`src/rtl/fec_adc_framer_pkg.sv`:
```
// Shared widths, frame type and FSM encodings for the ADC framer.
// Frame width is derived so message_data_t always matches MSG_W.
package encoder_fec_pkg;
  localparam int SAMPLE_W        = 12;
  localparam int SAMPLES_PER_MSG = 4;
  localparam int MSG_W           = SAMPLE_W * SAMPLES_PER_MSG;
  localparam int TIMEOUT_CYC     = 256;
  localparam int FILL_CNT_W      = (SAMPLES_PER_MSG > 1) ? $clog2(SAMPLES_PER_MSG) : 1;
  localparam int TMO_W           = (TIMEOUT_CYC > 1) ? $clog2(TIMEOUT_CYC) : 1;

  typedef logic [SAMPLE_W-1:0] sample_t;
  typedef logic [MSG_W-1:0]    message_data_t;

  typedef enum logic [1:0] {FILL_EMPTY, FILL_FILLING, FILL_HOLD} fill_state_t;
  typedef enum logic       {OUT_IDLE, OUT_REQ} out_state_t;
endpackage

```
`src/rtl/fec_adc_framer_if.sv`:
```
// Sample input and frame req/ack handshake of the ADC framer.
// slave = framer side, master = sample source / frame consumer side.
interface fec_adc_framer_if;
  import encoder_fec_pkg::*;

  logic          sample_valid;
  sample_t       sample_data;
  logic          req;
  logic          ack;
  message_data_t data_out;

  modport slave (input sample_valid, sample_data, ack, output req, data_out);
  modport master (output sample_valid, sample_data, ack, input req, data_out);
endinterface

```
`src/rtl/fec_sample_packer.sv`:
```
// Fill buffer, slot counter and fill FSM; optional idle flush when
// FEC_FRAMER_FLUSH_TIMEOUT_EN is defined.
// state        | meaning
// FILL_EMPTY   | no samples in the fill buffer
// FILL_FILLING | partial frame being collected
// FILL_HOLD    | complete frame waiting for the output register
module fec_sample_packer
  import encoder_fec_pkg::*;
(
  input  logic          clk,
  input  logic          rst,
  input  logic          en,
  input  logic          sample_valid,
  input  sample_t       sample_data,
  input  logic          out_free,
  output logic          load,
  output message_data_t frame,
  output logic          drop
);
  localparam logic [FILL_CNT_W-1:0] LAST_SLOT = FILL_CNT_W'(SAMPLES_PER_MSG - 1);

  fill_state_t             state_q, state_d;
  message_data_t           fill_q, fill_d;
  logic [FILL_CNT_W-1:0]   cnt_q, cnt_d;
  logic                    accept, complete, timeout_hit;

  assign accept = en && sample_valid && (state_q != FILL_HOLD);
  assign drop   = en && sample_valid && (state_q == FILL_HOLD);

`ifdef FEC_FRAMER_FLUSH_TIMEOUT_EN
  logic [TMO_W-1:0] idle_q;
  logic             idle_run;

  assign idle_run    = en && !accept && (cnt_q != '0);
  assign timeout_hit = idle_run && (idle_q == '0);

  // Down-counter: the TIMEOUT_CYC-th consecutive idle edge hits terminal count.
  always_ff @(posedge clk or posedge rst) begin
    if (rst)                        idle_q <= TMO_W'(TIMEOUT_CYC - 1);
    else if (accept || timeout_hit) idle_q <= TMO_W'(TIMEOUT_CYC - 1);
    else if (idle_run)              idle_q <= idle_q - 1'b1;
  end
`else
  assign timeout_hit = 1'b0;
`endif

  always_ff @(posedge clk or posedge rst) begin
    if (rst) begin
      state_q <= FILL_EMPTY;
      fill_q  <= '0;
      cnt_q   <= '0;
    end else begin
      state_q <= state_d;
      fill_q  <= fill_d;
      cnt_q   <= cnt_d;
    end
  end

  always_comb begin
    state_d  = state_q;
    fill_d   = fill_q;
    cnt_d    = cnt_q;
    load     = 1'b0;
    frame    = fill_q;
    if (accept) fill_d[int'(cnt_q)*SAMPLE_W +: SAMPLE_W] = sample_data;
    complete = (accept && (cnt_q == LAST_SLOT)) || timeout_hit;
    case (state_q)
      FILL_EMPTY, FILL_FILLING: begin
        if (complete) begin
          frame = fill_d;
          cnt_d = '0;
          if (out_free) begin
            load    = 1'b1;
            fill_d  = '0;  // cleared so a flushed partial frame has zero padding
            state_d = FILL_EMPTY;
          end else begin
            state_d = FILL_HOLD;
          end
        end else if (accept) begin
          cnt_d   = cnt_q + 1'b1;
          state_d = FILL_FILLING;
        end
      end
      FILL_HOLD: begin
        if (out_free) begin
          load    = 1'b1;
          fill_d  = '0;
          state_d = FILL_EMPTY;
        end
      end
      default: state_d = FILL_EMPTY;
    endcase
  end
endmodule

```
`src/rtl/fec_adc_framer.sv`:
```
// ADC framer top: output frame register, req/ack FSM and drop statistics.
// Optional idle flush enabled by defining FEC_FRAMER_FLUSH_TIMEOUT_EN.
// state    | meaning
// OUT_IDLE | no frame presented
// OUT_REQ  | data_out holds a frame awaiting ack
module fec_adc_framer
  import encoder_fec_pkg::*;
(
  input  logic                   clk,
  input  logic                   rst,
  input  logic                   en,
  fec_adc_framer_if.slave        bus,
  output logic                   overflow,
  output logic [7:0]             drop_cnt
);
  out_state_t    out_q, out_d;
  message_data_t data_q;
  message_data_t frame;
  logic          out_free, load, drop;

  assign bus.req      = (out_q == OUT_REQ);
  assign bus.data_out = data_q;
  assign out_free     = !bus.req || bus.ack;

  fec_sample_packer u_packer (
    .clk          (clk),
    .rst          (rst),
    .en           (en),
    .sample_valid (bus.sample_valid),
    .sample_data  (bus.sample_data),
    .out_free     (out_free),
    .load         (load),
    .frame        (frame),
    .drop         (drop)
  );

  always_ff @(posedge clk or posedge rst) begin
    if (rst) out_q <= OUT_IDLE;
    else     out_q <= out_d;
  end

  // A load on the ack edge keeps req high for back-to-back frames.
  always_comb begin
    out_d = out_q;
    case (out_q)
      OUT_IDLE: if (load) out_d = OUT_REQ;
      OUT_REQ:  if (bus.ack && !load) out_d = OUT_IDLE;
      default:  out_d = OUT_IDLE;
    endcase
  end

  always_ff @(posedge clk or posedge rst) begin
    if (rst) begin
      data_q   <= '0;
      overflow <= 1'b0;
      drop_cnt <= '0;
    end else begin
      if (load) data_q <= frame;
      if (drop) begin
        overflow <= 1'b1;
        if (drop_cnt != 8'hFF) drop_cnt <= drop_cnt + 8'd1;
      end
    end
  end
endmodule
```
`src/flat_wrapper.sv`:
```
// flat-port wrapper written by rule: the top's interface ports become plain ports
module fec_adc_framer_flat import encoder_fec_pkg::*;
  (clk, rst, en, overflow, drop_cnt, bus_sample_valid, bus_sample_data, bus_ack, bus_req, bus_data_out);
  fec_adc_framer_if bus_i ();
  input  logic clk;
  input  logic rst;
  input  logic en;
  output logic overflow;
  output logic [7:0] drop_cnt;
  input wire logic [$bits(bus_i.sample_valid)-1:0] bus_sample_valid;
  input wire logic [$bits(bus_i.sample_data)-1:0] bus_sample_data;
  input wire logic [$bits(bus_i.ack)-1:0] bus_ack;
  output wire logic [$bits(bus_i.req)-1:0] bus_req;
  output wire logic [$bits(bus_i.data_out)-1:0] bus_data_out;
  assign bus_i.sample_valid = bus_sample_valid;
  assign bus_i.sample_data = bus_sample_data;
  assign bus_i.ack = bus_ack;
  assign bus_req = bus_i.req;
  assign bus_data_out = bus_i.data_out;
  fec_adc_framer u_core (.clk(clk), .rst(rst), .en(en), .bus(bus_i), .overflow(overflow), .drop_cnt(drop_cnt));
endmodule
```
`config.mk`:
```
export PLATFORM = sky130hd
export DESIGN_NAME = fec_adc_framer_flat
export DESIGN_NICKNAME = d
export VERILOG_FILES = /design/src/rtl/fec_adc_framer_pkg.sv /design/src/rtl/fec_adc_framer_if.sv /design/src/rtl/fec_sample_packer.sv /design/src/rtl/fec_adc_framer.sv /design/src/flat_wrapper.sv
export SDC_FILE = /design/constraint.sdc
export NUM_CORES = 1
export LEC_CHECK = 0
export BUFFER_PORTS_ARGS = -buffer_cell sky130_fd_sc_hd__buf_2
export CAP_MARGIN = 5
export CORE_UTILIZATION = 47
export CTS_CLUSTER_SIZE = 14
export DETAILED_ROUTE_END_ITERATION = 10
export PLACE_DENSITY_LB_ADDON = 0.15
export SYNTH_ARGS = -nofsm -noshare
export SYNTH_HDL_FRONTEND = slang
export SYNTH_HIERARCHICAL = 1
export SYNTH_SLANG_ARGS = --single-unit
```
`constraint.sdc`:
```
create_clock -name clk -period 6.2 [get_ports clk]
set_clock_uncertainty 0.05 [all_clocks]
set_input_delay 0.62 -clock clk [delete_from_list [all_inputs] [get_ports clk]]
set_output_delay 0.62 -clock clk [all_outputs]
set_load 0.05 [all_outputs]
```
# After elaboration in Yosys (flattened, before gate mapping)
# Cells that the tools add are included.
[totals] register_bits=110 inputBits=17 output_inout_bits=58 word_cells=55
[classes] addsub=3 mul=1 eq_ne=7 shift=2 mux=20 bitwise=1 reduce_logical=14
[ops] operator="$mux 48" count=5
[ops] operator="$pmux 48 s2" count=1
[ops] operator="$bwmux 48" count=1
[ops] operator="$shift 12x33->48 const A" count=1
[ops] operator="$shiftx 12x33->48" count=1
[ops] operator="$neg 6->33" count=1
[ops] operator="$mux 2" count=6
[ops] operator="$add 8x1->8 const B" count=1
[ops] operator="$ne 8x8->1 const B" count=1
[ops] operator="$reduce_and 2->1" count=3
[ops] operator="$logic_and 1x1->1" count=5
[ops] operator="$eq 2x2->1 const B" count=2
[ops] operator="$mul 2x2->4 const B" count=1
[ops] operator="$mux 1" count=4
[ops] operator="$pmux 1 s2" count=2
[ops] operator="$pmux 2 s2" count=1
[ops] operator="$ne 3x3->1 const B" count=1
[ops] operator="$add 2x1->2 const B" count=1
[ops] operator="$eq 2x1->1 const B" count=1
[ops] operator="$logic_not 1->1" count=2
[ops] operator="$logic_not 2->1" count=1
[ops] operator="$ne 2x1->1 const B" count=1
[ops] operator="$ne 2x2->1 const B" count=1
[ops] operator="$reduce_bool 2->1" count=1
[ops] operator="3 further kinds" count=3

# Logic depth before layout (Yosys ltp)
[logic_depth] word_depth=9 mapped_depth=10 depth_no_buf=7

# By module
# Netlist, hierarchy kept.
[modules_own_cells] module="fec_sample_packer" instances=1 cells_each=412 area_per_inst_um2=3231.8 seq_area_each_um2=1301.2
[modules_own_cells] module="fec_adc_framer" instances=1 cells_each=142 area_per_inst_um2=2237.1 seq_area_each_um2=1451.4

# Least setup slack after synthesis
# OpenSTA, ideal clock, no wires.
[synth_path] path_kind="register -> register" startpoint="reg u_core.u_packer.cnt_q[0]" endpoint="reg u_core.data_q[42] (netlist: u_core/bus.data_out[42])" setup_ns=0.067 t_arrival_ns=2.263 required_ns=6.083 setup_slack_ns=3.820 stages_incl_launch_ff=9 path_buffers=2 synth_period_minus_slack_ns=2.380 path_cell_list="dfrtp_1 buf_6 inv_1 ha_1 buf_2 or3b_4 or4_1 o21ai_1 mux2_1"
[synth_between] elab_chain_len=7 elab_cells_between_ends=12 classes_between="1 x add/sub; 1 x mul; 1 x eq/ne; 2 x shift; 6 x mux; 1 x reduce/logical"
[synth_lines] item="start, declared" line_no="fec_sample_packer.sv:24" source="logic [FILL_CNT_W-1:0] cnt_q, cnt_d;"
[synth_lines] item="start signal, assigned" line_no="fec_sample_packer.sv:55" source="cnt_q <= cnt_d;"
[synth_lines] item="$mul 2x2->4" line_no="fec_sample_packer.sv:65" source="if (accept) fill_d[int'(cnt_q)*SAMPLE_W +: SAMPLE_W] = sample_data;"
[synth_lines] item="$neg 6->33" line_no="fec_sample_packer.sv:65"
[synth_lines] item="$shiftx 12x33->48 / $shift 12x33->48 (equally long branches)" line_no="fec_sample_packer.sv:65"
[synth_lines] item="$bwmux 48" line_no="fec_sample_packer.sv:65"
[synth_lines] item="$mux 48" line_no="fec_sample_packer.sv:65"
[synth_lines] item="$mux 48 *" line_no="fec_sample_packer.sv:69" source="if (complete) begin"
[synth_lines] item="$mux 48 *" line_no="fec_sample_packer.sv:67" source="case (state_q)"
[synth_lines] item="named net u_core.frame[42]" line_no="fec_adc_framer.sv:18" source="message_data_t frame;"
[synth_lines] item="end signal, assigned" line_no="fec_adc_framer.sv:58" source="if (load) data_q <= frame;"
[synth_lines] item="end, declared" line_no="fec_adc_framer.sv:17" source="message_data_t data_q;"
# Mark *: on every way through the listed nets, which the timed path passes. The rest lies on a longest branch.
# A chain may end at the register's enable or synchronous reset.

# Worst setup path after layout
[layout_path] startpoint="reg u_core.u_packer.cnt_q[0]" endpoint="reg u_core.data_q[19] (netlist: u_core/bus.data_out[19])"
# Same word-level chain as after synthesis.

==> reports/metrics.yaml <==
floorplanning:
  io_pins: 75
  start_util: 0.4810
  die-area_um2: 12070
  rows: 39
  core_um2: 11370
  die_w_um: 109.9
  die_height_um: 109.9
cts:
  clkTransAtPathRegs_ps: 70
  post_cts_buffers: 0
  htreeDepth: 3
  cts_resized: 0
  clk_latency_ps: 350
  clk_path_buf_depth: 2
  cts_buffers: 9
  cts_tree: "built"
  ctsHoldBuffers: 0
  clkSinkCount: 110
  cts_root_buffer: "clkbuf_16"
yosys:
  yosys.area_share.xor_xnor: 0.006406
  synth_async_sr_flop_share: 1.000
  ys_types: 53
  mappedNetlistNets: 577
  synth_top_family_by_area: "simple AND/OR/NAND/NOR gates"
  synth_mux_area_frac: 0.1368
  synth_compound_area_frac: 0.1382
  yosys.area_share.adder: 0.01373
  synth-simple-area-share: 0.1640
  yosys_register_bits: 110
  ys_dominant_reg_cell: "dfrtp_1"
  synth_warnings: 6
  synth_edf_count: 0
  synth_area_per_cell_um2: 9.872
  netlist_instances: 554
  netlist_area_um2: 5469
  yosysSeqAreaShare: 0.5033
sta:
  setup_slack_ps: 2605
  relSlewSlack: 0.3866
  whs_ps: 408.2
  period_needed_ps: 3595
  setup_violations: 0
  max_clock_freq_mhz: 278.1
  worstMarginPinSlew_ps: 920.1
  finalSetupTns_ps: 0
  hold_violations: 0
  rsz0062_at_grt: "false"
  min_period_over_period: 0.5799
  slew_viol_final: 0
power:
  p_sw_w: 0.001166
  p_seq_frac: 0.376
  comb_power_share: 0.413
  power_density_nw_per_um2: 444.2
  power_leakage_nw: 3.004
  power_frac_clock: 0.211
  ir_worst_vdd_mv: 0.2985
  netSwitchingFraction: 0.4252
  p_int_w: 0.001577
run_status:
  status: "finished, final reports clean"
routing:
  vias_per_cell: 5.695
  detail-route-antenna-nets: 0
  drt_iter0_markers: 218
  drcViolationCount: 0
  firstDrtPassIters: 5
  post_drt_wl_per_cell_um: 16.41
  wirelength_mm: 12.37
  num_vias: 4294
finish:
  diodes: 0
  fin_cells: 754
  final_common_cell: "dfrtp_1"
  area_growth_syn_to_layout_pct: 12.90
  fill_cells: 1031
  multi_input_area_um2: 2516
  most-common-layout-cells: "110 x dfrtp_1, 109 x nand2_1, 74 x buf_2, 50 x mux2_1, 49 x o21ai_0"
  layout-drive-gt1-share: 0.1866
  register_area_um2: 2753
  fin_nets: 629
worst_setup_path:
  rr_worst_depth: 7
  critPathSlowestCell: "ha_1"
  r2r_slack_ps: 2600
  worstPathMaxFanout: 27
  critPathLaunchType: "flip-flop"
  cpPeakStageDelay_ps: 980
  critical_path_buf_inv_count: 1
  end_kind: "flip-flop"
  rr_endpoint: "u_core/bus.data_out[19]$_DFFE_PP0P_"
  arrival_ps: 3840
  crit_family: "simple AND/OR/NAND/NOR gates"
  critPathLaunch: "u_core/u_packer/cnt_q[0]$_DFFE_PP0P_"
  required_ps: 6440
  crit_type: "reg2reg"
  worstPathCellList: "inv_1, ha_1, or3b_2, nor2_1, nand2_1, o21ai_0, mux2_1"
  rr_startpoint: "u_core/u_packer/cnt_q[0]$_DFFE_PP0P_"
job:
  maxCapViolCount: 0
grt:
  grt_use_total: 0.2235
  grt-ovfl-total: 0
  grt_pass1_vias: 4021
  grt_pass1_wl_mm: 20.46
  grt_max_degree: 59
  antenna_found_initial: 0
placed_design:
  dp.final_hpwl_mm: 8.407
  gp_congestion: 0.8359
  place_inst: 738
  place_ws_ps: 2600
  io_buffers: 74
min_path:
  min_path_type: "in2async"
-- Yosys cell counts, types with 3 or more instances --
library cell	count	area (um^2)
mux2_2	4	45.04
buf_4	3	22.52
nand3b_1	3	22.52
ha_1	6	75.07
nor4_1	6	37.54
nand2b_1	4	25.02
nor2_1	16	60.06
a22oi_1	6	45.04
inv_1	6	22.52
mux2i_1	14	140.1
clkbuf_1	21	78.83
xnor2_1	3	26.28
nand2_1	109	409.1
and3_1	3	18.77
buf_2	11	55.05
dfrtp_1	110	2753
a22o_1	6	52.55
nand3_1	29	145.1
o21ai_0	49	245.2
mux2_1	50	563.0
a21oi_1	47	235.2
o21ai_1	6	30.03
-- area by class of cell --
class / count / area share
Multi-Input combinational cell: 400 / 0.4075
Inverter: 7 / 0.004255
Clock buffer: 10 / 0.03870
Sequential cell: 110 / 0.4458
Clock inverter: 6 / 0.009929
Tap cell: 143 / 0.02898
Timing Repair Buffer: 78 / 0.06484
-- power by group through the flow --
stage / clock [W] / sequential (W) / combinational (W)
final: 0.000578 / 0.00103 / 0.00113
after global routing: 0.000621 / 0.00106 / 0.00123
after detailed placement: 0 / 0.00105 / 0.00113
after floorplan: 0 / 0.00134 / 0.000575
after CTS: 0.000598 / 0.00103 / 0.00114
after global placement: 0 / 0.00104 / 0.00112
-- through the flow --
stage                     utilization  cell area [um^2]  total power [W]
after floorplan                     -              5469         0.001915
after global placement         0.5167              5874         0.002152
after detailed placement       0.5167              5874         0.002179
after CTS                      0.5431              6175         0.002769
after global routing           0.5431              6175         0.002917
final                          0.5431              6175         0.002743
-- tightest hold or removal path: stages --
cell	delay, ps
buf_2	110
inv_2	40
buf_4	520
-- layer usage --
| metal | track usage | part of all wire |
|---|---|---|
| met4 | 0.05905 | 0.010 |
| met3 | 0.05098 | 0.043 |
| met5 | 0 | 0 |
| met1 | 0.2977 | 0.46 |
| met2 | 0.3656 | 0.49 |
-- worst max path at each step --
stage / to / slack [ps] / depth (start not counted)
2_1_floorplan: u_core/bus.data_out[42]$_DFFE_PP0P_ / 3820 / 8
3_3_place_gp: u_core/bus.data_out[19]$_DFFE_PP0P_ / 2690 / 7
3_5_place_dp: u_core/bus.data_out[19]$_DFFE_PP0P_ / 2600 / 7
4_1_cts: u_core/bus.data_out[19]$_DFFE_PP0P_ / 2600 / 7
5_1_grt: u_core/bus.data_out[12]$_DFFE_PP0P_ / 2370 / 7
6_report: u_core/bus.data_out[19]$_DFFE_PP0P_ / 2600 / 7
-- logic make-up (layout without fill, tap and decap cells) --
logic type      Yosys count  in the layout
compound gates          131            131
xor+xnor                  4              4
fa+ha+maj                 6              6
buf+inv                  44            101
flops                   110            110
mux                      68             68
simple gates            191            191
-- sequential cells by signal, indices dropped and copies added (netlist names) --
| name | count |
|---|---|
| u_core/drop_cnt | 8 |
| u_core/bus.req | 1 |
| u_core/bus.data_out | 48 |
| u_core/overflow | 1 |
| u_core/u_packer/state_q | 2 |
| u_core/u_packer/fill_q | 48 |
| u_core/u_packer/cnt_q | 2 |
Power figures use the tool's default switching activity.
